[config.mk]
export PLATFORM = sky130hd
export DESIGN_NAME = vend_controller_n
export DESIGN_NICKNAME = d
export VERILOG_FILES = /design/src/rtl/vend_controller_n.sv
export SDC_FILE = /design/constraint.sdc
export NUM_CORES = 1
export LEC_CHECK = 0
export BUFFER_PORTS_ARGS = -buffer_cell sky130_fd_sc_hd__buf_2
export CAP_MARGIN = 40
export CORE_ASPECT_RATIO = 0.9
export CORE_MARGIN = 5
export CORE_UTILIZATION = 62
export CTS_CLUSTER_SIZE = 20
export DETAILED_ROUTE_END_ITERATION = 8
export PLACE_DENSITY = 0.9
export REMOVE_ABC_BUFFERS = 1
export SLEW_MARGIN = 10
export SYNTH_ARGS = -nofsm -noshare
export SYNTH_HDL_FRONTEND = slang
export SYNTH_SLANG_ARGS = --single-unit
[constraint.sdc]
create_clock -name clk -period 15.1 [get_ports clk]
set_clock_uncertainty 0.15 [all_clocks]
set_input_delay 3.775 -clock clk [delete_from_list [all_inputs] [get_ports clk]]
set_output_delay 3.775 -clock clk [all_outputs]
set_load 0.05 [all_outputs]
[src/rtl/vend_controller_n.sv]
// vend_controller_n: multi-item vending controller with per-item stock,
// coin credit accumulation, cancel/refund and greedy 25/10/5 change return.
// Optional audit counters (sales_count, revenue) enabled by VEND_AUDIT_EN.
module vend_controller_n #(
   parameter int NUM_ITEMS  = 4,
   parameter int PRICE_W    = 8,
   parameter int STOCK_W    = 4,
   parameter int STOCK_INIT = 5,
   localparam int IDX_W     = $clog2(NUM_ITEMS)
) (
   input  logic                         clk,
   input  logic                         reset,
   input  logic                         coin_5,
   input  logic                         coin_10,
   input  logic                         coin_25,
   input  logic                         next_item,
   input  logic                         select,
   input  logic                         cancel,
   input  logic                         restock,
   input  logic [NUM_ITEMS*PRICE_W-1:0] price_table,
   output logic [IDX_W-1:0]             selected_item,
   output logic [PRICE_W-1:0]           credit,
   output logic                         dispense,
   output logic [IDX_W-1:0]             dispensed_item,
   output logic                         coin_out_5,
   output logic                         coin_out_10,
   output logic                         coin_out_25,
   output logic                         coin_reject,
   output logic                         sold_out,
   output logic                         busy
`ifdef VEND_AUDIT_EN
   ,
   output logic [15:0]                  sales_count,
   output logic [23:0]                  revenue
`endif
);

   localparam logic [1:0] S_IDLE = 2'd0;
   localparam logic [1:0] S_COLL = 2'd1;
   localparam logic [1:0] S_VEND = 2'd2;
   localparam logic [1:0] S_CHG  = 2'd3;

   localparam logic [PRICE_W:0]   V5  = (PRICE_W+1)'(5);
   localparam logic [PRICE_W:0]   V10 = (PRICE_W+1)'(10);
   localparam logic [PRICE_W:0]   V25 = (PRICE_W+1)'(25);
   localparam logic [PRICE_W-1:0] C5  = PRICE_W'(5);
   localparam logic [PRICE_W-1:0] C10 = PRICE_W'(10);
   localparam logic [PRICE_W-1:0] C25 = PRICE_W'(25);

   logic [1:0]         state_q, state_d;
   logic [PRICE_W-1:0] credit_q, credit_d;
   logic [IDX_W-1:0]   sel_q, sel_d;
   logic               ni_q, ni_d;
   logic [STOCK_W-1:0] stock_q [NUM_ITEMS];
   logic [STOCK_W-1:0] stock_d [NUM_ITEMS];
   logic               dispense_q, dispense_d;
   logic [IDX_W-1:0]   disp_item_q, disp_item_d;
   logic               out5_q, out5_d, out10_q, out10_d, out25_q, out25_d;
   logic               reject_q, reject_d;
   logic               sold_q, sold_d;
   logic               busy_q, busy_d;
`ifdef VEND_AUDIT_EN
   logic [15:0]        sales_q, sales_d;
   logic [23:0]        revenue_q, revenue_d;
`endif

   logic [PRICE_W:0]   coin_sum, credit_sum;
   logic [PRICE_W-1:0] credit_acc, chg_src, price_sel;
   logic               any_coin, ni_rise, chg_req;

   assign price_sel  = price_table[sel_q*PRICE_W +: PRICE_W];
   assign any_coin   = coin_5 | coin_10 | coin_25;
   assign coin_sum   = (coin_5 ? V5 : '0) + (coin_10 ? V10 : '0) + (coin_25 ? V25 : '0);
   assign credit_sum = {1'b0, credit_q} + coin_sum;
   assign ni_rise    = next_item & ~ni_q;

   // Next-state logic: coin intake, selection, purchase, and one change coin per cycle.
   // A change coin is chosen on the edge that enters (or stays in) CHANGE, so each
   // CHANGE cycle shows exactly the coin being ejected in that cycle.
   always_comb begin
      state_d     = state_q;
      credit_d    = credit_q;
      sel_d       = sel_q;
      ni_d        = next_item;
      stock_d     = stock_q;
      dispense_d  = 1'b0;
      disp_item_d = disp_item_q;
      out5_d      = 1'b0;
      out10_d     = 1'b0;
      out25_d     = 1'b0;
      reject_d    = 1'b0;
      sold_d      = 1'b0;
      chg_req     = 1'b0;
      chg_src     = credit_q;
      credit_acc  = credit_q;
`ifdef VEND_AUDIT_EN
      sales_d     = sales_q;
      revenue_d   = revenue_q;
`endif
      case (state_q)
         S_IDLE, S_COLL: begin
            if (any_coin) begin
               if (credit_sum[PRICE_W]) begin
                  reject_d = 1'b1;
               end else begin
                  credit_acc = credit_sum[PRICE_W-1:0];
                  state_d    = S_COLL;
               end
            end
            credit_d = credit_acc;
            if (ni_rise)
               sel_d = (sel_q == IDX_W'(NUM_ITEMS-1)) ? '0 : sel_q + 1'b1;
            if (state_q == S_IDLE && restock) begin
               for (int i = 0; i < NUM_ITEMS; i++) stock_d[i] = STOCK_W'(STOCK_INIT);
            end
            if (state_q == S_COLL) begin
               if (cancel) begin
                  chg_req = 1'b1;
                  chg_src = credit_acc;
               end else if (select) begin
                  if (stock_q[sel_q] == '0) begin
                     sold_d = 1'b1;
                  end else if (credit_q >= price_sel) begin
                     state_d        = S_VEND;
                     credit_d       = credit_acc - price_sel;
                     stock_d[sel_q] = stock_q[sel_q] - 1'b1;
                     dispense_d     = 1'b1;
                     disp_item_d    = sel_q;
`ifdef VEND_AUDIT_EN
                     sales_d   = (sales_q == 16'hFFFF) ? sales_q : sales_q + 16'd1;
                     revenue_d = revenue_q + 24'(price_sel);
`endif
                  end
               end
            end
         end
         default: begin
            // VEND and CHANGE: coins refused, change continues from current credit
            reject_d = any_coin;
            chg_req  = 1'b1;
            chg_src  = credit_q;
         end
      endcase
      if (chg_req) begin
         state_d = S_CHG;
         if (chg_src >= C25) begin
            out25_d  = 1'b1;
            credit_d = chg_src - C25;
         end else if (chg_src >= C10) begin
            out10_d  = 1'b1;
            credit_d = chg_src - C10;
         end else if (chg_src >= C5) begin
            out5_d   = 1'b1;
            credit_d = chg_src - C5;
         end else begin
            // nothing left to return; sub-5 residue is forfeited
            state_d  = S_IDLE;
            credit_d = '0;
         end
      end
      busy_d = (state_d == S_VEND) || (state_d == S_CHG);
   end

   // State and registered outputs, synchronous reset.
   always_ff @(posedge clk) begin
      if (reset) begin
         state_q     <= S_IDLE;
         credit_q    <= '0;
         sel_q       <= '0;
         ni_q        <= 1'b0;
         for (int i = 0; i < NUM_ITEMS; i++) stock_q[i] <= STOCK_W'(STOCK_INIT);
         dispense_q  <= 1'b0;
         disp_item_q <= '0;
         out5_q      <= 1'b0;
         out10_q     <= 1'b0;
         out25_q     <= 1'b0;
         reject_q    <= 1'b0;
         sold_q      <= 1'b0;
         busy_q      <= 1'b0;
`ifdef VEND_AUDIT_EN
         sales_q     <= '0;
         revenue_q   <= '0;
`endif
      end else begin
         state_q     <= state_d;
         credit_q    <= credit_d;
         sel_q       <= sel_d;
         ni_q        <= ni_d;
         stock_q     <= stock_d;
         dispense_q  <= dispense_d;
         disp_item_q <= disp_item_d;
         out5_q      <= out5_d;
         out10_q     <= out10_d;
         out25_q     <= out25_d;
         reject_q    <= reject_d;
         sold_q      <= sold_d;
         busy_q      <= busy_d;
`ifdef VEND_AUDIT_EN
         sales_q     <= sales_d;
         revenue_q   <= revenue_d;
`endif
      end
   end

   assign selected_item  = sel_q;
   assign credit         = credit_q;
   assign dispense       = dispense_q;
   assign dispensed_item = disp_item_q;
   assign coin_out_5     = out5_q;
   assign coin_out_10    = out10_q;
   assign coin_out_25    = out25_q;
   assign coin_reject    = reject_q;
   assign sold_out       = sold_q;
   assign busy           = busy_q;
`ifdef VEND_AUDIT_EN
   assign sales_count    = sales_q;
   assign revenue        = revenue_q;
`endif

endmodule

# Word-level counts from Yosys, hierarchy flattened
# Index checks and enable logic that the tools add are counted.
[op_classes] eq_ne=4 order_cmp=6 mux=56 addsub=9 bitwise_logic=11 n_shift=1 n_reduce_logical=14
[op_table] cell="$mux W8" count=16
[op_table] cell="$mux W16" count=7
[op_table] cell="$shiftx A32 B6 Y8" count=1
[op_table] cell="$mux W2" count=13
[op_table] cell="$bwmux W16" count=1
[op_table] cell="$mux W4" count=4
[op_table] cell="$mux W1" count=11
[op_table] cell="$add A8 B6 Y9" count=1
[op_table] cell="$bmux W4 S2" count=1
[op_table] cell="$demux W4 S2" count=1
[op_table] cell="$ge A8 B3 Y1 const B" count=1
[op_table] cell="$ge A8 B4 Y1 const B" count=1
[op_table] cell="$ge A8 B5 Y1 const B" count=1
[op_table] cell="$ge A8 B8 Y1" count=1
[op_table] cell="$sub A8 B3 Y8 const B" count=1
[op_table] cell="$sub A8 B4 Y8 const B" count=1
[op_table] cell="$sub A8 B5 Y8 const B" count=1
[op_table] cell="$sub A8 B8 Y8" count=1
[op_table] cell="$not A1 Y1" count=7
[op_table] cell="$add A5 B5 Y6" count=1
[op_table] cell="$eq A2 B2 Y1 const B" count=3
[op_table] cell="$reduce_and A6 Y1" count=1
[op_table] cell="$reduce_or A6 Y1" count=1
[op_table] cell="$add A3 B4 Y5" count=1
[op_table] cell="20 further kinds" count=23
[totals] output_inout_bits=19 ff_bits=38 elab_cells=117 in_bits=41

# Logic depth before layout (Yosys ltp)
# Gate-level depths: netlist (run 1).
[depth] ltp_word=17 depth_mapped=20 ltp_nobuf=20

# Worst setup path after synthesis (run 1)
# OpenSTA, ideal clock, no wires.
[synth_path] path_kind="input port to flip-flop" startpoint="input coin_10" endpoint="register credit_q[6] (netlist: credit[6])" cell_stages=20 arrival_time_ns=7.696 slack_ns=7.180 t_required_ns=14.876 setup_ns=0.074 cell_sequence="inv_1 fa_1 inv_1 ha_1 and3_1 a221o_1 nand3_1 nand2_1 mux2i_1 ha_1 inv_1 fa_1 a21o_1 a21oi_1 o21bai_1 a21oi_1 xnor2_1 mux2i_1 a211o_1 o21ai_0"
[synth_between] elab_chain_len=15 word_cells_on_any_way=29 classes_between="add/sub: 7; order compare: 3; mux: 17; bitwise: 2"
[synth_rtl] element="start: declaration" line="14" text="input logic coin_10,"
[synth_rtl] element="$mux W4" line="73" text="assign coin_sum = (coin_5 ? V5 : '0) + (coin_10 ? V10 : '0) + (coin_25 ? V25 : '0);"
[synth_rtl] element="$add A3 B4 Y5" line="73"
[synth_rtl] element="$add A5 B5 Y6" line="73"
[synth_rtl] element="$add A8 B6 Y9" line="74" text="assign credit_sum = {1'b0, credit_q} + coin_sum;"
[synth_rtl] element="$mux W8" line="103" text="if (credit_sum[PRICE_W]) begin"
[synth_rtl] element="$mux W8 *" line="102" text="if (any_coin) begin"
[synth_rtl] element="$mux W8 *" line="100" text="case (state_q)"
[synth_rtl] element="$sub A8 B8 Y8 or $mux W8 (tied branches)" line="125, 117"
[synth_rtl] element="$mux W8, on equally long branches" line="123, 116"
[synth_rtl] element="$mux W8, on equally long branches" line="121, 100"
[synth_rtl] element="$mux W8, or another cell as far along" line="120" text="end else if (select) begin"
[synth_rtl] element="$mux W8, on equally long branches" line="117, 152"
[synth_rtl] element="$mux W8, on equally long branches" line="116, 149"
[synth_rtl] element="$mux W8, on equally long branches" line="100, 146"
[synth_rtl] element="$mux W8 *" line="144" text="if (chg_req) begin"
[synth_rtl] element="end signal: assignment" line="186" text="credit_q <= credit_d;"
[synth_rtl] element="end: declaration" line="51" text="logic [PRICE_W-1:0] credit_q, credit_d;"
# Mark *: on every way between the ends. The rest lies on a longest branch, timed or not. The select of a mux whose other input is x is not followed.
# A chain may end at the register's enable or synchronous reset.

# Final worst setup path (run 1)
# Ends and elaborated chain as after synthesis.

==> results of run 1 <==
registers in the layout, indices dropped and copies added (netlist names):
register        count
sold_out            1
dispensed_item      2
coin_out_25         1
coin_out_10         1
coin_reject         1
dispense            1
busy                1
stock_q            16
selected_item       2
credit              8
ni_q                1
state_q             2
coin_out_5          1
logic make-up after synthesis:
logic type | after synthesis | synth area share, %
and+or+nand+nor | 143 | 19.44
AOI/OAI and AO/OA | 114 | 21.55
buffers and inverters | 47 | 5.115
muxes | 39 | 15.48
adders and majority gates | 39 | 14.02
DFF | 38 | 20.60
xor gates and xnor gates | 16 | 3.794
final cells by class:
class / count / area share (%)
clock buffers: 6 / 2.005
clock inverters: 2 / 0.3039
inverters: 29 / 2.644
multi-input cells: 351 / 66.64
flip-flops and latches: 38 / 18.47
well taps: 70 / 2.127
repair buffers: 62 / 7.809
critical path: stages:
cell,delay (ns)
sky130_fd_sc_hd__buf_2,0.11
sky130_fd_sc_hd__inv_1,0.06
sky130_fd_sc_hd__fa_1,0.52
sky130_fd_sc_hd__inv_1,0.05
sky130_fd_sc_hd__ha_1,0.37
sky130_fd_sc_hd__and3_1,0.25
sky130_fd_sc_hd__a221o_1,0.41
sky130_fd_sc_hd__nand3_1,0.20
sky130_fd_sc_hd__nand2_1,0.24
sky130_fd_sc_hd__mux2i_1,0.25
sky130_fd_sc_hd__ha_1,0.22
sky130_fd_sc_hd__inv_1,0.06
sky130_fd_sc_hd__fa_1,0.40
sky130_fd_sc_hd__a21o_1,0.17
sky130_fd_sc_hd__a21oi_1,0.28
sky130_fd_sc_hd__o21bai_1,0.11
sky130_fd_sc_hd__a21oi_1,0.19
sky130_fd_sc_hd__xnor2_1,0.15
sky130_fd_sc_hd__mux2i_1,0.11
sky130_fd_sc_hd__a211o_1,0.30
sky130_fd_sc_hd__o21ai_0,0.14
layer usage:
metal / vias to the layer above / routed length [µm]
met5: - / 0
met4: 0 / 221
met3: 24 / 1213
met2: 259 / 4743
met1: 1652 / 4228
li1: 1698 / -
stage by stage:
step	area [µm²]	instances
after floorplan	3613	418
after global placement	4004	548
after detailed placement	4023	550
after CTS	4118	558
after global routing	4118	558
final	4118	558
placed cells by master (no fill, tap or decap), types with 2 or more instances in the layout:
cell,count
sky130_fd_sc_hd__o21ai_0,16
sky130_fd_sc_hd__nor3b_1,2
sky130_fd_sc_hd__mux4_2,12
sky130_fd_sc_hd__a2bb2oi_1,3
sky130_fd_sc_hd__a311oi_1,3
sky130_fd_sc_hd__nand3_1,11
sky130_fd_sc_hd__ha_1,35
sky130_fd_sc_hd__or2_2,8
sky130_fd_sc_hd__a21oi_1,32
sky130_fd_sc_hd__clkbuf_8,6
sky130_fd_sc_hd__or3_1,6
sky130_fd_sc_hd__a211o_1,2
sky130_fd_sc_hd__a211oi_1,7
sky130_fd_sc_hd__nor3_1,13
sky130_fd_sc_hd__a31oi_1,3
sky130_fd_sc_hd__inv_1,29
sky130_fd_sc_hd__xor2_1,4
sky130_fd_sc_hd__nand2_1,31
sky130_fd_sc_hd__o31ai_1,2
sky130_fd_sc_hd__a21o_1,7
sky130_fd_sc_hd__mux2_2,12
sky130_fd_sc_hd__dfxtp_1,38
sky130_fd_sc_hd__buf_4,2
sky130_fd_sc_hd__nor4_1,3
sky130_fd_sc_hd__nand2b_1,4
sky130_fd_sc_hd__nand3b_1,2
sky130_fd_sc_hd__o21bai_1,3
sky130_fd_sc_hd__a21boi_0,2
sky130_fd_sc_hd__o211ai_1,8
sky130_fd_sc_hd__and2_1,2
sky130_fd_sc_hd__xnor2_1,12
sky130_fd_sc_hd__o21a_1,3
sky130_fd_sc_hd__buf_2,59
sky130_fd_sc_hd__and3_1,6
sky130_fd_sc_hd__o22ai_1,5
sky130_fd_sc_hd__nor2_1,40
sky130_fd_sc_hd__nor2b_1,6
sky130_fd_sc_hd__fa_1,4
sky130_fd_sc_hd__mux2i_1,13
sky130_fd_sc_hd__a221oi_1,2
power by group through the flow:
stage                     sequential (W)  combinational, W  clock (W)
after floorplan                 0.000180          0.000422          0
after global placement          0.000146          0.000581          0
after detailed placement        0.000146          0.000605          0
after CTS                       0.000144          0.000611  0.0000739
after global routing            0.000147          0.000677  0.0000779
final                           0.000146          0.000630  0.0000742
worst max path at each step:
stage | from | endpoint | slack (ns)
detailed placement | coin_10 | credit[6]$_SDFFE_PP0P_ | 6.61
finish | coin_10 | credit[6]$_SDFFE_PP0P_ | 6.80
global placement | coin_10 | credit[6]$_SDFFE_PP0P_ | 6.85
floorplan | coin_10 | credit[6]$_SDFFE_PP0P_ | 7.16
CTS | coin_10 | credit[6]$_SDFFE_PP0P_ | 6.88
global route | coin_25 | credit[6]$_SDFFE_PP0P_ | 6.51
==> metrics.txt, run 1 <==
result of the run completed; leakage power of the design 1.778 nW; fraction of synthesis flops using an asynchronous set or reset pin 0%; detailed-placement wirelength estimate 7990 µm; Crit path arrival time 8.37 ns; clock slew seen by the registers of the worst setup and hold paths 0.08 ns; Util after Layout 71.92%; Via-to-Cell Ratio 6.511; violation count after the first detailed-route iteration 561; Routed WL per cell 18.65 µm; number of buffers added by the clock tree synthesis step 5; count of boundary I/O pins 60; relative contribution of sequential cells to total power 17.2%; Distinct cells, synth 68; final hold slack 0.3469 ns; Antenna Nets Post-Route 0; endpoint type of the worst setup path flop; via count of the first global-routing pass 3,588; starting density of the core 64.51%; Port Buf Inserts 59; maximum number of pins on one net before global-route repair 36; required time at the endpoint of the critical path 15.17 ns; CTS sink cnt 38; flip-flop and latch area 760.7 µm²; Die X-Extent 91.36 µm; FP Rows 26; unrepaired setup endpoints after global routing false; Max Transition Viols Final 0; nature of the critical path startpoint input port; Total Neg Setup Slack 0 ns; worst flop-to-flop path startpoint credit[3]$_SDFFE_PP0P_; final hold viol count 0; maximum clock path buffer count 2; crit-path max FO 8; footprint of the multi-input gates 2744 µm²; Cell Int Power 0.0003956 W; clock latency reported for the late side of the worst-skew pair 0.29 ns; number of design rule violations left after detail routing 0; clock tree from TritonCTS done; fraction of the yosys area taken by sequential cells 20.60%; switching power summed over all nets 0.0004545 W; initial antenna violation count 0; CTS H-Tree Depth 2; worst slew pin tran 0.7770 ns; number of hold-repair buffers added at the cts stage 0; leading post-synthesis cells by instance count sky130_fd_sc_hd__nor2_1, sky130_fd_sc_hd__dfxtp_1, sky130_fd_sc_hd__ha_1; global routing's busiest layer met2; placer congestion estimate 1.031; PnR Total Power 0.0008501 W; detailed-route via count 3,633; Syn Area/Cell 8.471 µm²; pre-CTS setup slack 6.614 ns; r2r worst-path depth 20; Final setup violation count 0; capture endpoint of the worst hold path dispensed_item[1]$_SDFFE_PP0P_; area added between synthesis and finish 11.48%; class of the tightest hold or removal check flop to flop; cell with the most instances after synthesis sky130_fd_sc_hd__nor2_1; Worst slew margin 48.01%; gate count after technology mapping 436; Setup CP Type input port to flop; full die area 7603 µm²; worst IR drop on VDD 129.4 µV; most instantiated flip-flop cell in the synthesis netlist sky130_fd_sc_hd__dfxtp_1; met1 routing resource usage after global routing 36.65%; power per unit of standard cell area 206.5 nW/µm²; number of inserted filler cells in the final layout 405; first-pass detailed-route iteration total 5; combinational cell fraction of total power 74.1%; fmax 120.5 MHz; most area-hungry cell type in the Yosys netlist sky130_fd_sc_hd__dfxtp_1; cell area after synthesis 3694 µm²; Area contributors post-synth sky130_fd_sc_hd__dfxtp_1, sky130_fd_sc_hd__ha_1, sky130_fd_sc_hd__mux4_2, sky130_fd_sc_hd__a21oi_1, sky130_fd_sc_hd__nor2_1; final layout net count 567; Die Y 83.22 µm; cell count of the worst hold path 2; number of max-cap violations 0; worst r2r dst credit[6]$_SDFFE_PP0P_; GR Util met2 43.12%; ratio of cells with drive above 1 in the final layout 22.75%; Core Area 5725 µm²; total wire length 10,410 µm; master cell of the clock root buffer sky130_fd_sc_hd__clkbuf_8; hold_sp dispensed_item[1]$_SDFFE_PP0P_; met3 capacity usage during global routing 5.244%; number of synthesized register bits 38; clock power share 8.7%; top cell type's share of synthesized area 20.60%; fin crit period 8.301 ns; GR Util All Layers 26.88%; Sw Ratio 53.46%; final antenna diode count 0; number of gates given a new drive strength after cts 0; number of warnings reported in the yosys synthesis log 0; number of post-CTS setup repair buffers 0; total gr overflow 0; fraction of the cycle the final worst path needs 54.97%; flop-to-flop setup slack 9.76 ns; global-route wire length before repair 17,040 µm; Setup WS post-layout 6.799 ns; number of enable-type register cells in the synthesized netlist 0
Power figures use the tool's default switching activity.
==> run 2: changes to the inputs <==
--- a/config.mk
+++ b/config.mk
@@ -9,10 +9,10 @@
 export CAP_MARGIN = 40
 export CORE_ASPECT_RATIO = 0.9
 export CORE_MARGIN = 5
-export CORE_UTILIZATION = 62
+export CORE_UTILIZATION = 58
 export CTS_CLUSTER_SIZE = 20
 export DETAILED_ROUTE_END_ITERATION = 8
-export PLACE_DENSITY = 0.9
+export PLACE_DENSITY = 0.86
 export REMOVE_ABC_BUFFERS = 1
 export SLEW_MARGIN = 10
 export SYNTH_ARGS = -nofsm -noshare
==> constraint.sdc (replaced) <==
create_clock -name clk -period 8 [get_ports clk]
set_clock_uncertainty 0.15 [all_clocks]
set_input_delay 2 -clock clk [delete_from_list [all_inputs] [get_ports clk]]
set_output_delay 2 -clock clk [all_outputs]
set_load 0.05 [all_outputs]
==> run 2 against run 1 <==
Compared with the run above:
- largest power group unchanged
- power increased by 87%
- critical path type unchanged
- first-iteration DRC count decreased by 34%
- sequential power increased by 90%
==> metrics.txt, run 2 (synthesized netlist as in run 1, its figures left out) <==
power per unit of standard cell area 382.6 nW/µm² (+85%); leakage power of the design 1.780 nW (+0.11%); fin crit period 6.428 ns; design area 4146 µm² (+0.70%); number of design rule violations left after detail routing 0 (unchanged); unrepaired setup endpoints after global routing false; result of the run completed; CTS sink cnt 38 (unchanged); number of hold-repair buffers added at the cts stage 0 (unchanged); area added between synthesis and finish 12.26%; Die Y 85.71 µm (+3.0%); Total Neg Setup Slack 0 ns (unchanged); fmax 155.6 MHz; total gr overflow 0 (unchanged); number of max-cap violations 0 (unchanged); final hold viol count 0 (unchanged); detailed-route via count 3,614 (-0.52%); count of boundary I/O pins 60 (unchanged); GR Util met2 40.62% (-2.5 points); clock tree from TritonCTS done; class of the tightest hold or removal check flop to flop; Util after Layout 67.44% (-4.5 points); Setup WS post-layout 1.572 ns (-5.227 ns); worst IR drop on VDD 273.7 µV (+110%); total wire length 10,180 µm (-2.2%); Antenna Nets Post-Route 0 (unchanged); via count of the first global-routing pass 3,506 (-2.3%); final layout net count 567 (unchanged); global routing's busiest layer met2; instance area after placement 4051 µm² (+0.72%); Core Area 6148 µm² (+7.4%); ratio of cells with drive above 1 in the final layout 22.75% (unchanged); PnR Total Power 0.001586 W (+87%); master cell of the clock root buffer sky130_fd_sc_hd__clkbuf_8; number of buffers added by the clock tree synthesis step 5 (unchanged); final antenna diode count 0 (unchanged); Max Transition Viols Final 0 (unchanged); starting density of the core 60.07% (-4.4 points); met1 routing resource usage after global routing 34.89% (-1.8 points); initial antenna violation count 0 (unchanged); required time at the endpoint of the critical path 8.07 ns (-7.10 ns); maximum clock path buffer count 2 (unchanged); most frequent cells in the layout sky130_fd_sc_hd__buf_2, sky130_fd_sc_hd__nor2_1, sky130_fd_sc_hd__dfxtp_1, sky130_fd_sc_hd__ha_1, sky130_fd_sc_hd__a21oi_1; largest register by flop count stock_q; CTS H-Tree Depth 2 (unchanged); number of post-CTS setup repair buffers 0 (unchanged); GR Util All Layers 25.83% (-1.1 points); Routed WL per cell 17.71 µm (-5.1%); met3 capacity usage during global routing 6.579% (+1.3 points); number of flip-flops in the largest register 16 (unchanged); number of gates given a new drive strength after cts 0 (unchanged); flop-to-flop setup slack 2.75 ns (-7.01 ns); Port Buf Inserts 59 (unchanged); maximum number of pins on one net before global-route repair 36 (unchanged); FP Rows 27 (+3.8%); Worst slew margin 46.59% (-1.4 points); worst slew pin tran 0.7983 ns (+0.02129 ns); fraction of the cycle the final worst path needs 80.36%; most common cell after layout, fill and taps aside sky130_fd_sc_hd__buf_2; clock slew seen by the registers of the worst setup and hold paths 0.07 ns (about the same); Die X-Extent 94.12 µm (+3.0%); Final setup violation count 0 (unchanged); number of inserted filler cells in the final layout 509 (+26%); global-route wire length before repair 16,690 µm (-2.1%); clock latency reported for the late side of the worst-skew pair 0.30 ns (about the same); pre-CTS setup slack 1.321 ns (-5.294 ns); Via-to-Cell Ratio 6.285 (-3.5%); first-pass detailed-route iteration total 5 (unchanged); violation count after the first detailed-route iteration 369 (-34%); Crit path arrival time 6.50 ns (-1.87 ns); crit-path max FO 8 (unchanged); full die area 8066 µm² (+6.1%); endpoint type of the worst setup path flop; nature of the critical path startpoint input port; detailed-placement wirelength estimate 7997 µm (about the same); Setup CP Type input port to flop; placer congestion estimate 1.051 (+1.9%)
run 2: cell count changes in the layout (fill, tap and decap cells not counted):
cell                    change
sky130_fd_sc_hd__buf_8      +1
sky130_fd_sc_hd__buf_4      -1
run 2: path summary, 6_finish.rpt:
kind                                                       end  depth (start not counted)                            from
worst max-delay path                    credit[6]$_SDFFE_PP0P_                         21                         coin_10
worst min-delay path            dispensed_item[0]$_SDFFE_PP0P_                          2  dispensed_item[0]$_SDFFE_PP0P_
worst max register to register          credit[6]$_SDFFE_PP0P_                         20          credit[3]$_SDFFE_PP0P_
worst min register to register  dispensed_item[0]$_SDFFE_PP0P_                          2  dispensed_item[0]$_SDFFE_PP0P_
run 2: area by class of cell:
cell class / count / area, µm² / area share (%)
Clock buffer: 6 / 82.58 / 1.992
Clock inverter: 2 / 12.51 / 0.3017
Inverter: 29 / 108.9 / 2.625
Multi-Input combinational cell: 351 / 2744 / 66.17
Sequential cell: 38 / 760.7 / 18.35
Tap cell: 87 / 108.9 / 2.625
Timing Repair Buffer: 62 / 329.1 / 7.936
run 2: power by group:
group / total, W / internal, W / switching (W) / leakage, nW
Sequential: 0.000278 / 0.000216 / 0.0000615 / 0.310
Combinational: 0.00117 / 0.000461 / 0.000706 / 1.42
Clock: 0.000142 / 0.0000693 / 0.0000727 / 0.0472
Total: 0.00159 / 0.000747 / 0.000840 / 1.78
run 2: worst max-delay path: stages:
cell and delay [ns]:
sky130_fd_sc_hd__buf_2 0.12, sky130_fd_sc_hd__inv_1 0.06, sky130_fd_sc_hd__fa_1 0.53, sky130_fd_sc_hd__inv_1 0.05, sky130_fd_sc_hd__ha_1 0.36, sky130_fd_sc_hd__and3_1 0.26
sky130_fd_sc_hd__a221o_1 0.40, sky130_fd_sc_hd__nand3_1 0.21, sky130_fd_sc_hd__nand2_1 0.24, sky130_fd_sc_hd__mux2i_1 0.26, sky130_fd_sc_hd__ha_1 0.21, sky130_fd_sc_hd__inv_1 0.06
sky130_fd_sc_hd__fa_1 0.39, sky130_fd_sc_hd__a21o_1 0.17, sky130_fd_sc_hd__a21oi_1 0.22, sky130_fd_sc_hd__o21bai_1 0.10, sky130_fd_sc_hd__a21oi_1 0.18, sky130_fd_sc_hd__xnor2_1 0.13
sky130_fd_sc_hd__mux2i_1 0.09, sky130_fd_sc_hd__a211o_1 0.29, sky130_fd_sc_hd__o21ai_0 0.15
run 2: metal layers:
layer | vias to the layer above | share of wire [%]
li1 | 1700 | -
met1 | 1676 | 44
met2 | 227 | 45
met3 | 11 | 10
met4 | 0 | 1.6
met5 | - | 0
run 2: metrics by stage:
step                instances  hold slack [ns]
detailed placement        567           0.3278
CTS                       575           0.3394
global route              575           0.3637
global placement          564           0.3147
finish                    575           0.3475
floorplan                 418           0.2902
